<file path="src/rtl/ch_buf_seq.sv">
// ch_buf_seq: channel-buffer sequencer moving one 1-16 word block between MB and CBUS
// Ports:
//   clk, rst_n                  MBOX clock, asynchronous active-low reset
//   START, CH_NUM, DIR, WC      transfer request; CH_NUM/DIR/WC latched at START (WC=0 means 16)
//   ABORT                       cancel any transfer, return to IDLE on the next edge
//   MB_VALID, MB_ACCEPT         MB-side handshakes (fill for DIR=0, drain for DIR=1)
//   CBUS_REQ                    channel-side request/present
//   CH_BUF_ADR, CH_BUF_WR       buffer address {ch, idx} and write strobe
//   BUF_MB_SEL, CH_BUF_EN       buffer write source (1 = CH_REG) and read enable
//   CH_T0, CH_T2                load MB_CH_BUF from buffer / capture CBUS into CH_REG
//   MB_ACK, CBUS_ACK, MB_RDY    handshake responses
//   BUSY, DONE                  not idle / normal completion pulse
module ch_buf_seq (
    input  logic       clk,
    input  logic       rst_n,
    input  logic       START,
    input  logic [2:0] CH_NUM,
    input  logic       DIR,
    input  logic [3:0] WC,
    input  logic       ABORT,
    input  logic       MB_VALID,
    input  logic       MB_ACCEPT,
    input  logic       CBUS_REQ,
    output logic [6:0] CH_BUF_ADR,
    output logic       CH_BUF_WR,
    output logic       BUF_MB_SEL,
    output logic       CH_BUF_EN,
    output logic       CH_T0,
    output logic       CH_T2,
    output logic       MB_ACK,
    output logic       CBUS_ACK,
    output logic       MB_RDY,
    output logic       BUSY,
    output logic       DONE
);
    typedef enum logic [3:0] {
        S_IDLE, S_FILL, S_FCAP, S_FWR, S_DWAIT, S_DOUT, S_DLOAD, S_DRDY, S_DONE
    } state_t;
    state_t     state, state_d;
    logic [2:0] ch, ch_d;
    logic       dir, dir_d;
    logic [3:0] last, last_d, idx, idx_d;
    always_ff @(posedge clk or negedge rst_n) begin
        if (!rst_n) begin
            state <= S_IDLE;
            ch    <= '0;
            dir   <= 1'b0;
            last  <= '0;
            idx   <= '0;
        end else begin
            state <= state_d;
            ch    <= ch_d;
            dir   <= dir_d;
            last  <= last_d;
            idx   <= idx_d;
        end
    end
    always_comb begin
        state_d = state;
        ch_d    = ch;
        dir_d   = dir;
        last_d  = last;
        idx_d   = idx;
        case (state)
            S_IDLE: if (START && !ABORT) begin
                state_d = S_FILL;
                ch_d    = CH_NUM;
                dir_d   = DIR;
                last_d  = WC - 4'd1;
                idx_d   = '0;
            end
            S_FILL:  if (dir ? CBUS_REQ : MB_VALID) state_d = dir ? S_FCAP : S_FWR;
            S_FCAP:  state_d = S_FWR;
            S_FWR: begin
                state_d = (idx == last) ? (dir ? S_DLOAD : S_DWAIT) : S_FILL;
                idx_d   = (idx == last) ? 4'd0 : idx + 4'd1;
            end
            S_DWAIT: if (CBUS_REQ) state_d = S_DOUT;
            S_DOUT: begin
                state_d = (idx == last) ? S_DONE : S_DWAIT;
                idx_d   = (idx == last) ? idx : idx + 4'd1;
            end
            S_DLOAD: state_d = S_DRDY;
            S_DRDY: if (MB_ACCEPT) begin
                state_d = (idx == last) ? S_DONE : S_DLOAD;
                idx_d   = (idx == last) ? idx : idx + 4'd1;
            end
            S_DONE:  state_d = S_IDLE;
            default: state_d = S_IDLE;
        endcase
        // abort beats every transition; START arriving with ABORT in IDLE was already rejected above
        if (ABORT && state != S_IDLE) begin
            state_d = S_IDLE;
            idx_d   = '0;
        end
    end
    assign CH_BUF_ADR = (state == S_IDLE) ? 7'd0 : {ch, idx};
    assign CH_BUF_WR  = (state == S_FWR);
    assign BUF_MB_SEL = (state == S_FWR) && dir;
    assign CH_BUF_EN  = (state == S_DWAIT) || (state == S_DOUT) || (state == S_DLOAD) || (state == S_DRDY);
    assign CH_T0      = (state == S_DLOAD);
    assign CH_T2      = (state == S_FCAP);
    assign MB_ACK     = (state == S_FWR) && !dir;
    assign CBUS_ACK   = ((state == S_FWR) && dir) || (state == S_DOUT);
    assign MB_RDY     = (state == S_DRDY);
    assign BUSY       = (state != S_IDLE);
    assign DONE       = (state == S_DONE);
endmodule

</file>
<file path="config.mk">
export PLATFORM = sky130hd
export DESIGN_NAME = ch_buf_seq
export DESIGN_NICKNAME = d
export VERILOG_FILES = /design/src/rtl/ch_buf_seq.sv
export SDC_FILE = /design/constraint.sdc
export NUM_CORES = 1
export LEC_CHECK = 0
export ABC_AREA = 1
export CELL_PAD_IN_SITES_DETAIL_PLACEMENT = 0
export CELL_PAD_IN_SITES_GLOBAL_PLACEMENT = 1
export CORE_ASPECT_RATIO = 1.75
export CORE_MARGIN = 5
export CORE_UTILIZATION = 32
export CTS_CLUSTER_DIAMETER = 200
export DETAILED_ROUTE_END_ITERATION = 10
export PLACE_DENSITY_LB_ADDON = 0.1
export SETUP_SLACK_MARGIN = 0.4
export SYNTH_ARGS = -nofsm -noshare
export SYNTH_HDL_FRONTEND = slang
export SYNTH_SLANG_ARGS = --single-unit
</file>
<file path="constraint.sdc">
create_clock -name clk -period 2.4 [get_ports clk]
set_input_delay 0.48 -clock clk [delete_from_list [all_inputs] [get_ports clk]]
set_output_delay 0.48 -clock clk [all_outputs]
set_load 0.01 [all_outputs]
</file>
==> flow_summary.ini, run 1 <==
[global_routing]
grt_max_degree = 17
antenna_found_initial = 0
track_usage_pct = 15.1
grt_overflow = 0
grt_pass1_vias = 1241
grt_pass1_wl_um = 5380

[route]
ant_nets = 0
wl_per_cell_um = 12.1
drt_pass1_iterations = 4
drt_drc_violations_left = 0
drt_iter0_markers = 11
finalWirelength_um = 3120
post_drt_via_cell_ratio = 4.59
via_count = 1179

[sta]
skew_ns = 0.00378
finalHoldViolations = 0
fmax_mhz = 507
slew_headroom_pct = 47.5
worst_pin_slew_ns = 0.784
fin_tns_setup_ns = 0
min_period_over_period_pct = 82.2
worst_slack_ns = 0.427
drv_slew = 0
fin_crit_ns = 1.97
rsz0062_at_grt = yes
setup_viol = 0
fin_hold_ws_ns = 0.547

[cells_and_area]
nFillCells = 375
drive_gt1_share_pct = 22.2
syn_to_final_growth_pct = 41.9
layout_commonest_cell = nand2_1
multi_input_area_sq_um = 644
seq_area_sq_um = 404
layout_common_cells = nand2_1 (50), inv_1 (20), nor2_1 (17), clkdlybuf4s50_1 (16), nand3_1 (15)
final_area_sq_mm = 0.00162
nNetsFinal = 231
fin_cells = 257
diodes = 0

[clocking]
postCtsHoldBufs = 0
cts_sinks = 16
clkLatencyLatePin_ns = 0.25
clk_path_buf_depth = 2
cts_tree = done
path_clk_slew_ns = 0.06
cts_root_buffer = clkbuf_8
cts_buffers = 3
htree_levels = 1

[die]
core_area_sq_mm = 0.00340
die_h_um = 88.9
die_width_um = 55.1
start_util_pct = 33.5
ioPinCount = 32
rows = 28
die_area_sq_mm = 0.00490

[synth]
avgSynthCellArea_sq_um = 6.74
ys_seq_area_share_pct = 35.2
synth.net_count = 186
yosys_warnings = 0
synth-seq-cells = 16
yosys.cell_types.count = 20
syn_area_sq_mm = 0.00114
synth_cells = 169

[placement]
gp_congestion = 0.866
dp_cells = 244
pre_cts_slack_ns = 0.305
placed_area_sq_mm = 0.00150
dp.final_hpwl_um = 2520
port_buffers = 31

[status]
outcome = completed

[worst_setup_path]
crit_required_ns = 1.92
cp_data_arrival_time_ns = 1.49
path_cells = nor2_2, clkdlybuf4s50_1
crit_slowest_cell = clkdlybuf4s50_1
cpPeakStageDelay_ns = 0.58
path_class = reg2out
cp-start-kind = flip-flop
cp_max_fo = 4
critPathCaptureType = output port

[power_and_ir_drop]
powerDensity_mw_per_mm2 = 889
ir_drop_mv = 0.502
p_leak_nw = 0.875

[hold_path]
hold_path_class = reg2reg

[job]
drv_cap = 0
-- cells in the mapped netlist --
cell | count | share of area [%]
inv_2 | 6 | 2.0
ha_1 | 2 | 2.2
a31oi_1 | 1 | 0.55
nor3_1 | 2 | 0.88
nor2_4 | 5 | 4.9
nand2_4 | 2 | 2.0
nor2_1 | 19 | 6.3
dfrtp_1 | 16 | 35
nand3b_1 | 1 | 0.66
xor2_1 | 3 | 2.3
nand2_2 | 4 | 2.2
inv_1 | 21 | 6.9
o21a_1 | 1 | 0.66
xnor2_1 | 1 | 0.77
o21ai_0 | 7 | 3.1
buf_2 | 1 | 0.44
nor2_2 | 7 | 3.8
nand2_1 | 51 | 17
nand3_1 | 15 | 6.6
a21oi_1 | 4 | 1.8
-- power breakdown --
group,switching [mW],internal [mW],total (mW)
Combinational,0.473,0.339,0.811
Sequential,0.0683,0.357,0.425
Clock,0.0876,0.111,0.199
Total,0.629,0.807,1.44
-- logic make-up after synthesis --
kind of cell / count (synthesis) / synth area share (%)
simple gates: 106 / 44.2
xor+xnor: 4 / 3.08
fa+ha+maj: 2 / 2.20
flops: 16 / 35.2
compound gates: 13 / 6.04
buf+inv: 28 / 9.34
-- metal layers --
layer / part of all wire [%] / GRT usage (%) / wire length [um]
met5: 0 / 0 / 0
met3: 4.7 / 2.34 / 147
met4: 2.8 / 8.63 / 86
met2: 56 / 28.3 / 1740
met1: 37 / 14.7 / 1150
-- critical path, delay by kind of cell, from the launching register on --
family	cells	cell delay [ns]
buffers and inverters	1	0.58
DFF	1	0.46
and+or+nand+nor	1	0.21
-- per-stage QoR --
step	util, %	power (mW)
floorplan	-	0.908
CTS	46.8	1.42
finish	47.5	1.44
detailed placement	44.1	1.17
global placement	44.1	1.16
global route	47.5	1.57
-- sequential cells by signal, summed over array words and instances (netlist names) --
name   flops
dir        1
idx        4
ch         3
state      4
last       4
-- final cells by class --
class / count / share of cell area [%]
well taps: 45 / 3.49
inverters: 27 / 6.51
flip-flops and latches: 16 / 25.0
repair buffers: 41 / 22.5
multi-input cells: 125 / 39.9
clock buffers: 3 / 2.56
-- worst paths after layout --
check                      slack [ns]  cells after the start      from   endpoint
setup / recovery                 0.43                      2  state[3]  CH_BUF_EN
hold / removal                   0.55                      2     ch[0]      ch[0]
setup reg to reg                 0.84                     11  state[3]     idx[1]
hold reg to reg                  0.55                      2     ch[0]      ch[0]
max in group asynchronous        1.17                      1     rst_n   state[2]
min in group asynchronous        0.69                      1     rst_n    last[0]
-- repair_timing --
item / in CTS / in global routing
pin swaps: 1 / 2
endpoints found under the setup margin: 17 / 10
cloned: 0 / 0
setup buffers: 7 / 3
gates resized for setup: 17 / 15
(Power assumes the default switching activity.)
==> run 2: changes to the inputs <==
--- a/config.mk
+++ b/config.mk
@@ -10,7 +10,7 @@
 export CELL_PAD_IN_SITES_GLOBAL_PLACEMENT = 1
 export CORE_ASPECT_RATIO = 1.75
 export CORE_MARGIN = 5
-export CORE_UTILIZATION = 32
+export CORE_UTILIZATION = 29
 export CTS_CLUSTER_DIAMETER = 200
 export DETAILED_ROUTE_END_ITERATION = 10
 export PLACE_DENSITY_LB_ADDON = 0.1
==> constraint.sdc (replaced) <==
create_clock -name clk -period 1.6 [get_ports clk]
set_input_delay 0.32 -clock clk [delete_from_list [all_inputs] [get_ports clk]]
set_output_delay 0.32 -clock clk [all_outputs]
set_load 0.01 [all_outputs]
==> run 2 against run 1 <==
Global-route usage about the same. Clock skew about the same. Via count up 14%. Cell area up 41%. Highest routed layer unchanged. Clock power up 63%. Clock-buffer cell count up 1. The flow now finishes with violations (negative setup slack).
==> flow_summary.ini, run 2 (synthesis results as in run 1) <==
[die]
die_area_sq_mm = 0.00533
ioPinCount = 32
start_util_pct = 29.7
die_width_um = 57.4
rows = 30
core_area_sq_mm = 0.00383
die_h_um = 92.9

[worst_setup_path]
cp_data_arrival_time_ns = 1.28
rr_startpoint = state[2]
cp-start-kind = flip-flop
critPathCaptureType = output port
path_class = reg2out
cp_max_fo = 3
cp-startpoint = state[2]
crit_required_ns = 1.28

[cells_and_area]
layout_common_cells = nand2_1 (35), buf_6 (26), buf_4 (26), nor2_4 (21), inv_1 (18)
multi_input_area_sq_um = 910
syn_to_final_growth_pct = 99.3
drive_gt1_share_pct = 56.5
seq_area_sq_um = 407
nFillCells = 368
reg_top3 = idx x4, last x4, state x4
diodes = 0
nNetsFinal = 264
layout_commonest_cell = nand2_1

[status]
outcome = complete, but fails checks
violations = negative setup slack

[clocking]
cts_root_buffer = clkbuf_8
clk_path_buf_depth = 2
cts_sinks = 16
clkLatencyLatePin_ns = 0.25
cts_tree = done
postCtsHoldBufs = 0
htree_levels = 1
cts_buffers = 3
path_clk_slew_ns = 0.07

[global_routing]
grt_pass1_vias = 1392
antenna_found_initial = 0
grt_max_degree = 17
grt_overflow = 0
grt_pass1_wl_um = 6260
track_usage_pct = 15.2

[placement]
dp.final_hpwl_um = 2850
gp_congestion = 0.823
pre_cts_slack_ns = -0.168
port_buffers = 31

[sta]
fmax_mhz = 624
slew_headroom_pct = 79.9
rsz0062_at_grt = yes
skew_ns = 0.00424
finalHoldViolations = 0
worst_pin_slew_ns = 0.302
drv_slew = 0
min_period_over_period_pct = 100
setup_viol = 1
worst_slack_ns = -0.00370
fin_tns_setup_ns = -0.00370
fin_crit_ns = 1.60

[hold_path]
hold_path_class = in2async

[power_and_ir_drop]
p_sw_mw = 1.33
powerDensity_mw_per_mm2 = 1320
p_int_mw = 1.65
p_sw_share_pct = 44.6
ir_drop_mv = 0.856
pwr-share-seq_pct = 21.5
combPwrFrac_pct = 67.6
p_leak_nw = 1.11
pwr-share-clk_pct = 10.8

[route]
ant_nets = 0
via_count = 1345
finalWirelength_um = 3870
drt_iter0_markers = 13
drt_drc_violations_left = 0
drt_pass1_iterations = 4
post_drt_via_cell_ratio = 4.57
wl_per_cell_um = 13.2

[job]
drv_cap = 0
==> run 2: changes by cell type in the layout (fill, tap and decap cells not counted), moves of 5 or more <==
cell / change
nand2_1: -15
o21ai_2: +6
nand2_4: +8
nand3_1: -5
nor2_1: -11
dlygate4sd2_1: -9
nor2_4: +15
buf_6: +26
buf_4: +16
o21ai_0: -6
nand2_2: +6
==> run 2: area by class of cell <==
type                    count  area share, %
multi-input cells         125           40.1
flip-flops and latches     16           17.9
clock buffers               4           1.98
inverters                  27           5.35
well taps                  48           2.65
repair buffers             74           32.0
==> run 2: repair_timing <==
| action | CTS | global route |
|---|---|---|
| hold endpoints to repair | 0 | 0 |
| cloned | 1 | 0 |
| pin swaps | 19 | 13 |
| setup buffers | 15 | 3 |
| gates resized for setup | 136 | 34 |
| endpoints found under the setup margin | 33 | 33 |
==> run 2: power groups by stage <==
stage | registers, mW | clock network, mW | logic [mW]
floorplan | 0.622 | 0 | 0.794
global placement | 0.631 | 0 | 1.35
detailed placement | 0.641 | 0 | 1.36
CTS | 0.630 | 0.329 | 1.82
global route | 0.668 | 0.350 | 2.18
finish | 0.643 | 0.324 | 2.02
==> run 2: final timing paths <==
path                             to  depth (start not counted)  slack, ns
setup / recovery           CBUS_ACK                          5     -0.004
hold / removal               idx[1]                          2       0.39
setup reg to reg             idx[2]                         11       0.05
hold reg to reg              idx[3]                          2       0.55
max in group asynchronous  state[2]                          2       1.00
min in group clk             idx[3]                          2       0.55
==> run 2: stage by stage <==
stage / hold WS (ns) / instances / cell area (sq um) / util, % / power, mW
finish: 0.385 / 294 / 2270 / 59.3 / 2.99
detailed placement: 0.514 / 271 / 1720 / 45.0 / 2.00
global route: 0.411 / 294 / 2270 / 59.3 / 3.20
floorplan: 0.0244 / 169 / 1170 / - / 1.42
CTS: 0.391 / 291 / 2110 / 55.0 / 2.78
global placement: 0.506 / 271 / 1720 / 45.0 / 1.98
==> run 2: critical path, stage by stage (launching register included) <==
cell and delay, ns:
dfrtp_2 0.44, nor2_4 0.16, buf_6 0.13, nand2_4 0.06
o21ai_2 0.10, buf_2 0.14
==> run 2: metal layers <==
layer | track usage (%) | part of all wire [%] | vias to the layer above
li1 | - | - | 670
met1 | 14.4 | 33 | 636
met2 | 30.9 | 61 | 31
met3 | 1.67 | 3.6 | 8
met4 | 6.00 | 2.5 | 0
met5 | 0 | 0 | -
==> run 3: changes to the inputs <==
--- a/config.mk
+++ b/config.mk
@@ -6,6 +6,7 @@
 export NUM_CORES = 1
 export LEC_CHECK = 0
 export ABC_AREA = 1
+export CAP_MARGIN = 20
 export CELL_PAD_IN_SITES_DETAIL_PLACEMENT = 0
 export CELL_PAD_IN_SITES_GLOBAL_PLACEMENT = 1
 export CORE_ASPECT_RATIO = 1.75
@@ -13,6 +14,7 @@
 export CORE_UTILIZATION = 29
 export CTS_CLUSTER_DIAMETER = 200
 export DETAILED_ROUTE_END_ITERATION = 10
+export GPL_TIMING_DRIVEN = 0
 export PLACE_DENSITY_LB_ADDON = 0.1
 export SETUP_SLACK_MARGIN = 0.4
 export SYNTH_ARGS = -nofsm -noshare
==> run 3 against run 2 <==
The flow now finishes without violations. Core utilization down 5.7 points. Sequential share of layout area up 1.9 points. Clock skew down 0.0028 ns. Maximum frequency up 0.93%. Worst setup slack better by 0.015 ns. Cell count down 5.1%. Hold slack better by 0.12 ns. Clock-buffer cell count unchanged. Critical path depth unchanged. Power down 1.3%. Clock power up 13%. Highest routed layer unchanged.
==> flow_summary.ini, run 3 (synthesis results as in run 1) <==
[route]
wl_per_cell_um = 13.3
post_drt_via_cell_ratio = 4.59
drt_iter0_markers = 16
drt_pass1_iterations = 4
drt_drc_violations_left = 0
via_count = 1281
ant_nets = 0
finalWirelength_um = 3700

[global_routing]
grt_pass1_vias = 1385
grt_pass1_wl_um = 6070
grt_max_degree = 17
grt_overflow = 0
track_usage_pct = 14.7
antenna_found_initial = 0

[cells_and_area]
drive_gt1_share_pct = 51.9
seq_area_sq_um = 407
multi_input_area_sq_um = 858
reg_top3 = idx x4, last x4, state x4
syn_to_final_growth_pct = 80.2
fin_cells = 279
layout_commonest_cell = nand2_1
nFillCells = 406
diodes = 0
nNetsFinal = 249
layout_common_cells = nand2_1 (40), buf_6 (23), nor2_4 (20), inv_1 (17), buf_4 (15)

[worst_setup_path]
critical_path.endpoint = CBUS_ACK
rrSetupSlack_ns = 0.07
crit_slowest_cell = dfrtp_2
cp-startpoint = state[3]
cpPeakStageDelay_ns = 0.45
path_cells = nor2_4, buf_6, nand2_4, o21ai_2, buf_2
rr_startpoint = state[3]
cp-start-kind = flip-flop
cp_top_family = flip-flops
crit_required_ns = 1.28
cp_max_fo = 4
path_class = reg2out
path_buf_inv = 2
cp_data_arrival_time_ns = 1.27
path_depth = 5
reg2reg_to = idx[2]
critPathCaptureType = output port
r2r_cells = 12

[die]
ioPinCount = 32
die_area_sq_mm = 0.00533
start_util_pct = 29.7
die_h_um = 92.9
rows = 30
core_area_sq_mm = 0.00383
die_width_um = 57.4

[sta]
finalHoldViolations = 0
fmax_mhz = 629
fin_tns_setup_ns = 0
worst_pin_slew_ns = 0.734
setup_viol = 0
worst_slack_ns = 0.0111
fin_hold_ws_ns = 0.505
drv_slew = 0
min_period_over_period_pct = 99.3
slew_headroom_pct = 50.9
skew_ns = 0.00147
rsz0062_at_grt = yes
fin_crit_ns = 1.59

[power_and_ir_drop]
ir_drop_mv = 0.797
powerDensity_mw_per_mm2 = 1440
p_leak_nw = 0.989

[status]
outcome = completed

[placement]
dp_cells = 248
pre_cts_slack_ns = -0.258
dp.final_hpwl_um = 2580
port_buffers = 31
gp_congestion = 0.785

[clocking]
cts_root_buffer = clkbuf_8
path_clk_slew_ns = 0.07
cts_tree = done
clkLatencyLatePin_ns = 0.25
clk_path_buf_depth = 2
cts_buffers = 3
htree_levels = 1
cts_sinks = 16

[job]
drv_cap = 0

[hold_path]
hold_path_class = in2async
-- run 3: worst min path at each step --
stage                from      end  slack [ns]  cells after the start
CTS                 ch[0]    ch[0]        0.53                      2
floorplan           rst_n    ch[0]        0.02                      0
detailed placement  ch[0]    ch[0]        0.51                      2
global route        rst_n  last[0]        0.57                      1
finish              rst_n  last[0]        0.51                      1
global placement    ch[2]    ch[2]        0.51                      2
-- run 3: final cells by class --
class,instances,share of cell area [%]
Buffer,1,0.549
Timing Repair Buffer,58,26.0
Multi-Input combinational cell,125,41.8
Tap cell,48,2.93
Clock buffer,4,2.68
Inverter,27,6.16
Sequential cell,16,19.8
-- run 3: where the power goes --
group	total [mW]	switching [mW]	leakage, nW	internal (mW)
clock network	0.365	0.147	0.0288	0.218
registers	0.647	0.110	0.197	0.536
logic	1.94	1.07	0.763	0.870
total	2.95	1.32	0.989	1.63
-- run 3: per-layer routing --
metal,track usage (%),part of all wire [%],up-vias
li1,-,-,647
met1,14.0,33,587
met2,27.4,57,34
met3,2.23,4.0,13
met4,10.1,6.1,0
met5,0,0,-
-- run 3: metrics by stage --
step	util [%]	area (sq um)	total power, mW
3_3_place_gp	40.3	1540	1.80
4_1_cts	49.0	1880	2.60
5_1_grt	53.6	2050	3.15
6_report	53.6	2050	2.95
2_1_floorplan	-	1170	1.42
3_5_place_dp	40.3	1540	1.81
-- run 3: timing repair --
action,in CTS,in global routing
setup buffers,21,5
endpoints found under the setup margin,33,33
hold buffers,0,0
gates cloned,1,0
pin swaps,11,3
gates resized for setup,126,34
